## src/rtl/target_bbox_ctrl.sv

```systemverilog
// target_bbox_ctrl
// Per-frame bounding-box tracker for the binary target mask in the VGA pixel
// domain. Accumulates the min/max extent and pixel count of target pixels
// over one frame. After the frame ends, it publishes a registered box together
// with valid/lost status. Short runs of weak frames coast on the last good box.
// The target is declared lost after LOST_FRAMES consecutive weak frames.
module target_bbox_ctrl #(
  parameter int CW          = 11,
  parameter int MAX_X       = 639,
  parameter int MAX_Y       = 479,
  parameter int MIN_HITS    = 16,
  parameter int LOST_FRAMES = 8
) (
  input  logic          clk,
  input  logic          rst_n,
  input  logic          frame_start,
  input  logic          frame_end,
  input  logic          pix_valid,
  input  logic [CW-1:0] pix_x,
  input  logic [CW-1:0] pix_y,
  input  logic          pix_hit,
  output logic [CW-1:0] box_x0,
  output logic [CW-1:0] box_y0,
  output logic [CW-1:0] box_x1,
  output logic [CW-1:0] box_y1,
  output logic [19:0]   hit_count,
  output logic          box_valid,
  output logic          lost,
  output logic          box_update
);

  localparam int            MW         = $clog2(LOST_FRAMES + 1);
  localparam logic [CW-1:0] MAX_X_C    = CW'(MAX_X);
  localparam logic [CW-1:0] MAX_Y_C    = CW'(MAX_Y);
  localparam logic [19:0]   MIN_HITS_C = 20'(MIN_HITS);
  localparam logic [19:0]   N_SAT      = 20'hFFFFF;
  localparam logic [MW-1:0] LOST_C     = MW'(LOST_FRAMES);

  typedef enum logic [1:0] {
    IDLE   = 2'd0,
    SCAN   = 2'd1,
    COMMIT = 2'd2
  } state_t;

  state_t        state_q;
  state_t        state_d;

  logic          acc_init;
  logic          acc_upd;
  logic          commit_take;
  logic          pix_ok;

  logic [CW-1:0] acc_x0;
  logic [CW-1:0] acc_y0;
  logic [CW-1:0] acc_x1;
  logic [CW-1:0] acc_y1;
  logic [19:0]   acc_n;

  logic          commit_pend;
  logic          frame_good;
  logic [MW-1:0] miss_cnt;
  logic [MW:0]   miss_inc;
  logic [MW-1:0] miss_next;

  // A pixel only contributes when it is a valid target pixel inside the active area
  assign pix_ok = pix_valid & pix_hit & (pix_x <= MAX_X_C) & (pix_y <= MAX_Y_C);

  // State register; reset abandons any frame in progress
  always_ff @(posedge clk) begin
    if (!rst_n) begin
      state_q <= IDLE;
    end else begin
      state_q <= state_d;
    end
  end

  // Next-state logic: frame_start always restarts the scan and overrides frame_end
  always_comb begin
    state_d     = state_q;
    acc_init    = 1'b0;
    acc_upd     = 1'b0;
    commit_take = 1'b0;
    case (state_q)
      IDLE: begin
        if (frame_start) begin
          state_d  = SCAN;
          acc_init = 1'b1;
        end
      end
      SCAN: begin
        if (frame_start) begin
          state_d  = SCAN;
          acc_init = 1'b1;
        end else begin
          acc_upd = pix_ok;
          if (frame_end) begin
            state_d = COMMIT;
          end
        end
      end
      COMMIT: begin
        if (frame_start) begin
          state_d  = SCAN;
          acc_init = 1'b1;
        end else begin
          state_d     = IDLE;
          commit_take = 1'b1;
        end
      end
      default: begin
        state_d = IDLE;
      end
    endcase
  end

  // Extent and count accumulators; min fields start at the far edge so the first hit wins
  always_ff @(posedge clk) begin
    if (!rst_n) begin
      acc_x0 <= '0;
      acc_y0 <= '0;
      acc_x1 <= '0;
      acc_y1 <= '0;
      acc_n  <= '0;
    end else if (acc_init) begin
      acc_x0 <= MAX_X_C;
      acc_y0 <= MAX_Y_C;
      acc_x1 <= '0;
      acc_y1 <= '0;
      acc_n  <= '0;
    end else if (acc_upd) begin
      if (pix_x < acc_x0) acc_x0 <= pix_x;
      if (pix_x > acc_x1) acc_x1 <= pix_x;
      if (pix_y < acc_y0) acc_y0 <= pix_y;
      if (pix_y > acc_y1) acc_y1 <= pix_y;
      if (acc_n != N_SAT) acc_n <= acc_n + 20'd1;
    end
  end

  // One-cycle stage between leaving COMMIT and publishing the result.
  // Accumulators cannot move in between because only frame_start touches them in IDLE.
  always_ff @(posedge clk) begin
    if (!rst_n) begin
      commit_pend <= 1'b0;
    end else begin
      commit_pend <= commit_take;
    end
  end

  // A frame counts only with enough hits. The nonzero guard keeps x0<=x1 even if MIN_HITS is 0.
  always_comb begin
    frame_good = (acc_n >= MIN_HITS_C) && (acc_n != 20'd0);
    miss_inc   = {1'b0, miss_cnt} + {{MW{1'b0}}, 1'b1};
    miss_next  = miss_cnt;
    if (miss_inc >= {1'b0, LOST_C}) begin
      miss_next = LOST_C;
    end else begin
      miss_next = miss_inc[MW-1:0];
    end
  end

  // Publish the committed frame; weak frames keep the old box until the miss budget runs out
  always_ff @(posedge clk) begin
    if (!rst_n) begin
      box_x0     <= '0;
      box_y0     <= '0;
      box_x1     <= '0;
      box_y1     <= '0;
      hit_count  <= '0;
      box_valid  <= 1'b0;
      lost       <= 1'b1;
      box_update <= 1'b0;
      miss_cnt   <= LOST_C;
    end else begin
      box_update <= commit_pend;
      if (commit_pend) begin
        hit_count <= acc_n;
        if (frame_good) begin
          box_x0    <= acc_x0;
          box_y0    <= acc_y0;
          box_x1    <= acc_x1;
          box_y1    <= acc_y1;
          box_valid <= 1'b1;
          lost      <= 1'b0;
          miss_cnt  <= '0;
        end else begin
          miss_cnt <= miss_next;
          if (miss_next == LOST_C) begin
            box_valid <= 1'b0;
            lost      <= 1'b1;
          end
        end
      end
    end
  end

endmodule
```

## config.mk

```make
export PLATFORM = sky130hd
export DESIGN_NAME = target_bbox_ctrl
export DESIGN_NICKNAME = d
export VERILOG_FILES = /design/src/rtl/target_bbox_ctrl.sv
export SDC_FILE = /design/constraint.sdc
export NUM_CORES = 1
export LEC_CHECK = 0
export ABC_AREA = 1
export BUFFER_PORTS_ARGS = -buffer_cell sky130_fd_sc_hd__buf_2
export CORE_MARGIN = 2
export CORE_UTILIZATION = 57
export DETAILED_ROUTE_END_ITERATION = 10
export GPL_TIMING_DRIVEN = 0
export MAX_ROUTING_LAYER = met4
export PLACE_DENSITY = 0.79
export SYNTH_ARGS = -nofsm -noshare
export SYNTH_HDL_FRONTEND = slang
export SYNTH_SLANG_ARGS = --single-unit
```

## constraint.sdc

```tcl
create_clock -name clk -period 2.3 [get_ports clk]
set_clock_uncertainty 0.2 [all_clocks]
set_input_delay 0.46 -clock clk [delete_from_list [all_inputs] [get_ports clk]]
set_output_delay 0.46 -clock clk [all_outputs]
set_load 0.005 [all_outputs]
```

== Word-level counts from Yosys, hierarchy flattened ==
Index checks and enable logic that the tools add are counted.
Word-level totals
  bits in registers: 138
  bits in latches: 0
  RAM bits: 0
  bits in read-only memories: 0
  input port bits: 28
  output and inout bits: 67
  memories: 0
Operators by class
  $add $sub $neg: 2
  multipliers: 0
  div/mod/pow operators: 0
  order comparisons: 8
  equality and inequality tests: 6
  shift-type cells: 0
  multiplexer cells: 22
  bitwise operators: 4
  reductions and logical operators: 20
Operators with widths (count)
  2-to-1 mux 10 bit: 3
  2-to-1 mux 9 bit: 3
  > comparator 11 bit: 2
  < comparator 11 bit: 2
  AND reduction 2 bit: 11
  adder 20 x 1 -> 20 bit, second input constant: 1
  >= comparator 20 x 5 -> 1 bit, second input constant: 1
  inequality test 20 bit, second input constant: 1
  nonzero test 20 bit: 1
  less-or-equal comparator 11 x 10 -> 1 bit, second input constant: 1
  less-or-equal comparator 11 x 9 -> 1 bit, second input constant: 1
  2-to-1 mux 1 bit: 10
  2-to-1 mux 4 bit: 2
  nonzero test 2 bit: 4
  2-to-1 mux 2 bit: 3
  case mux 2 bit (3 select lines): 1
  adder 4 x 1 -> 5 bit, second input constant: 1
  >= comparator 5 x 4 -> 1 bit, second input constant: 1
  equality test 4 bit, second input constant: 1
  bitwise AND 1 bit: 3
  inequality test 3 bit, second input constant: 1
  OR reduction 3 bit: 1
  equality test 2 x 1 -> 1 bit, second input constant: 1
  equality test 2 bit, second input constant: 1
  5 further kinds: 5

== Depth between registers and ports, before layout ==
  word-level depth: 7
  depth in mapped cells: 13
  mapped depth without buffers: 12

== Worst setup path after synthesis ==
No wires, ideal clock.
  path kind: in2reg
  from: input port pix_x[6]
  to: register acc_x1[1]
  library setup time: 0.113 ns
  arrival time: 1.613 ns
  setup slack: 0.374 ns
  stages: 9
  buffers on the path: 1
  path through: ha_1 -> nand4_1 -> nor2_1 -> nand2_1 -> nand3_2 -> nand2_4 -> buf_6 -> nor2_1 -> nor2_1
On the way
  cells in the longest elaborated chain, start to end: 6
RTL lines
  start, declared: line 19  | input logic [CW-1:0] pix_x,
  less-or-equal comparator 11 x 10 -> 1 bit: line 66  | assign pix_ok = pix_valid & pix_hit & (pix_x <= MAX_X_C) & (pix_y <= MAX_Y_C);
  bitwise AND 1 bit (2 in series): line 66
  2-to-1 mux 1 bit: line 91  | if (frame_start) begin
  2-to-1 mux 1 bit: line 83  | case (state_q)
  AND reduction 2 bit (no source line) *
  end signal, assigned: line 132  | if (pix_x > acc_x1) acc_x1 <= pix_x;
  end, declared: line 55  | logic [CW-1:0] acc_x1;
Mark *: on every way between the ends. The rest lies on a longest branch, timed or not.
A chain may end at the register's enable or synchronous reset.

== Final worst setup path ==
  from: register acc_y0[6]
  to: register acc_y0[0]
On the way
  cells in the longest elaborated chain, start to end: 3
RTL lines
  start, declared: line 54  | logic [CW-1:0] acc_y0;
  start signal, assigned: line 133  | if (pix_y < acc_y0) acc_y0 <= pix_y;
  < comparator 11 bit: line 133
  nonzero test 2 bit (no source line)
  AND reduction 2 bit (no source line)
No other way between the ends.

==> impl_metrics.ini <==
[outcome]
status = finished, final reports clean

[die]
rows = 39
die_w_um = 112.2
coreArea_sq_um = 11420
num_io_pins = 95
die_y_um = 112.2
initial_core_util = 0.5845
die_area_sq_um = 12590

[worst_hold_path]
hold_end = commit_pend$_SDFF_PN0_
hold_path_depth = 2
hold_path_class = primary input to flip-flop
hold_start = frame_start

[logic_synthesis]
synthCells = 941
synth_cell_types = 26
yosysSeqAreaShare = 0.4139
synth_nets = 1015
ys_seq_elements = 138
post_synth.cell_area_avg_sq_um = 7.092
yosysWarnings = 0
synthesis.area_sq_um = 6674

[route]
routed_wl_um = 17760
drc = 0
wire_per_inst_um = 14.68
drt_iter0_markers = 680
vias_per_cell = 5.421
drtPass1Iterations = 7
postRouteAntennaNets = 0
via_count = 6559

[grt]
grt_pass1_vias = 5820
gr-usage-all-layers = 0.2953
grt-ovfl-total = 0
antenna_found_initial = 0
grt_pass1_wl_um = 28640
grt_max_degree = 17

[critical_path]
startpoint_type = flip-flop
crit_required_ns = 2.46
critPathCaptureType = flip-flop
worst-setup-path-type = flip-flop to flip-flop
reg2reg_depth = 9
r2r-end = acc_y0[0]$_SDFFE_PN0P_
cp.arrival_ns = 2.30
r2r_start = acc_y0[6]$_SDFFE_PN0P_
r2r_slack_ns = 0.16
path_max_fanout = 8

[layout]
mostFrequentLayoutCell = nand2_1
fin_nets = 1128
fin_cells = 1210
syn2layout_area_growth_pct = 18.24
diodes = 0
mostFrequentLayoutCells = nand2_1, dfxtp_1, nor2_1, buf_2, a21oi_1
drive_above_1_share = 0.1434
finish.utilization = 0.6911

[sta]
maxSlewViolCount = 0
max_clock_freq_mhz = 466.7
max_slew_margin = 0.5466
timing.final.crit_period_ns = 2.142
worst_pin_slew_ns = 0.6802
setup_viol = 0
finalCritPeriodShare = 0.9315
rsz0062_at_grt = false
final_hold_viol_count = 0

[pwr]
pwr-share-seq = 0.454
irDropWorstVdd_mv = 0.6398
switching_power_mw = 1.241
power.density_nw_per_um2 = 678.8
clkPwrFrac = 0.485
leakagePower_nw = 3.599
swShare = 0.2316
intPower_mw = 4.116
p_comb_frac = 0.061

[cts]
post_cts_buffers = 0
clockBufferDepth = 2
root_buffer = clkbuf_16
clk_latency_ns = 0.42
clk_pin_slew_ns = 0.06
tritoncts = done
cts_buffers = 17
htree_levels = 4
postCtsHoldBufs = 0
cts.sinks = 138

[placement]
hpwl_um = 12830
numPortBuffers = 94
dp.cells = 1178
gp_congestion = 0.9179

[job]
maxCapViolCount = 0
layer usage:
layer / vias to the layer above / routed length (um) / global-route usage
li1: 3267 / - / -
met1: 2979 / 8167 / 0.3957
met2: 274 / 7733 / 0.4470
met3: 39 / 1405 / 0.06641
met4: 0 / 450 / 0.09431
met5: - / 0 / -
worst max path at each step:
stage / startpoint / endpoint / slack, ns / depth (start not counted)
detailed placement: rst_n / acc_y0[9]$_SDFFE_PP0P_ / -0.18 / 6
finish: acc_y0[6]$_SDFFE_PN0P_ / acc_y0[0]$_SDFFE_PN0P_ / 0.16 / 9
global route: acc_y0[6]$_SDFFE_PN0P_ / acc_y0[0]$_SDFFE_PN0P_ / 0.02 / 9
global placement: rst_n / acc_y1[9]$_SDFFE_PP0P_ / -0.15 / 6
CTS: state_q[1]$_SDFFE_PN0P_ / acc_y0[9]$_SDFFE_PP0P_ / 0.11 / 5
floorplan: pix_x[6] / acc_x1[1]$_SDFFE_PP0P_ / 0.37 / 9
kinds of logic (layout without fill, tap and decap cells):
| logic type | Yosys count | count (layout) | synth area share |
|---|---|---|---|
| buf+inv | 146 | 272 | 0.08924 |
| compound gates | 152 | 152 | 0.1172 |
| fa+ha+maj | 46 | 46 | 0.08624 |
| flops | 138 | 138 | 0.4139 |
| xor+xnor | 9 | 9 | 0.01181 |
| simple gates | 450 | 450 | 0.2816 |
final cells by class:
cell class | instances | area [sq um]
sequential | 138 | 2763
timing repair buffer | 94 | 470.5
clock inverter | 8 | 67.56
fill | 972 | 3527
clock buffer | 24 | 491.7
inverter | 104 | 390.4
multi-input combinational | 657 | 3322
buffer | 42 | 207.7
tap | 143 | 178.9
synth_stat cells:
master | count | share of area
nand2_4 | 1 | 0.0017
buf_4 | 2 | 0.0022
nand3_2 | 1 | 0.0015
a31oi_1 | 1 | 0.00094
inv_1 | 103 | 0.058
nand3_1 | 78 | 0.058
nand3b_1 | 4 | 0.0045
a21oi_2 | 1 | 0.0013
nand2_1 | 203 | 0.11
ha_1 | 46 | 0.086
nor3_1 | 9 | 0.0067
clkbuf_1 | 21 | 0.012
nor2_2 | 3 | 0.0028
nand4_1 | 16 | 0.015
buf_1 | 2 | 0.0011
o21ai_0 | 40 | 0.030
o21a_1 | 2 | 0.0022
buf_6 | 3 | 0.0051
buf_2 | 14 | 0.010
nand2_2 | 2 | 0.0019
nor2_1 | 133 | 0.075
dfxtp_1 | 138 | 0.41
a21oi_1 | 107 | 0.080
a21oi_4 | 1 | 0.0024
clkinv_1 | 1 | 0.00056
xor2_1 | 9 | 0.012
power by group through the flow:
stage | registers [mW] | clock network [mW] | logic (mW)
after global routing | 2.43 | 2.70 | 0.366
after CTS | 2.43 | 2.61 | 0.319
after detailed placement | 2.48 | 0 | 0.312
after global placement | 2.48 | 0 | 0.303
final | 2.43 | 2.60 | 0.325
after floorplan | 2.48 | 0 | 0.201
stage by stage:
step / TNS (ns) / setup slack (ns) / power [mW] / hold WS, ns / instance area, sq um
after global routing: 0 / 0.02300 / 5.497 / 0.03307 / 7891
after global placement: -3.123 / -0.1534 / 2.787 / 0.2327 / 7323
after detailed placement: -2.448 / -0.1778 / 2.797 / 0.2426 / 7323
after floorplan: 0 / 0.3743 / 2.680 / 0.2196 / 6674
final: 0 / 0.1575 / 5.357 / 0.03620 / 7891
after CTS: 0 / 0.1117 / 5.358 / 0.03023 / 7883
sequential cells by signal (all words and copies together) (netlist names):
| name | cells |
|---|---|
| box_y0 | 11 |
| state_q | 2 |
| acc_y1 | 11 |
| box_valid | 1 |
| acc_y0 | 11 |
| lost | 1 |
| box_update | 1 |
| box_x0 | 11 |
| box_y1 | 11 |
| acc_x0 | 11 |
| box_x1 | 11 |
| acc_x1 | 11 |
| hit_count | 20 |
| commit_pend | 1 |
| acc_n | 20 |
| miss_cnt | 4 |
critical path: stages (launching register included):
cell and delay (ns):
dfxtp_1 0.36, inv_1 0.08, ha_1 0.30, a21oi_1 0.18, a21oi_1 0.09, nor2_1 0.46
nand3_1 0.18, nand2_1 0.10, nor2_1 0.04, nor2_1 0.07
repair_timing:
action                                  CTS  global route
endpoints found under the hold margin     0             0
resized for setup                         0             3
endpoints found under the setup margin    0            18
Power figures use the tool's default switching activity.
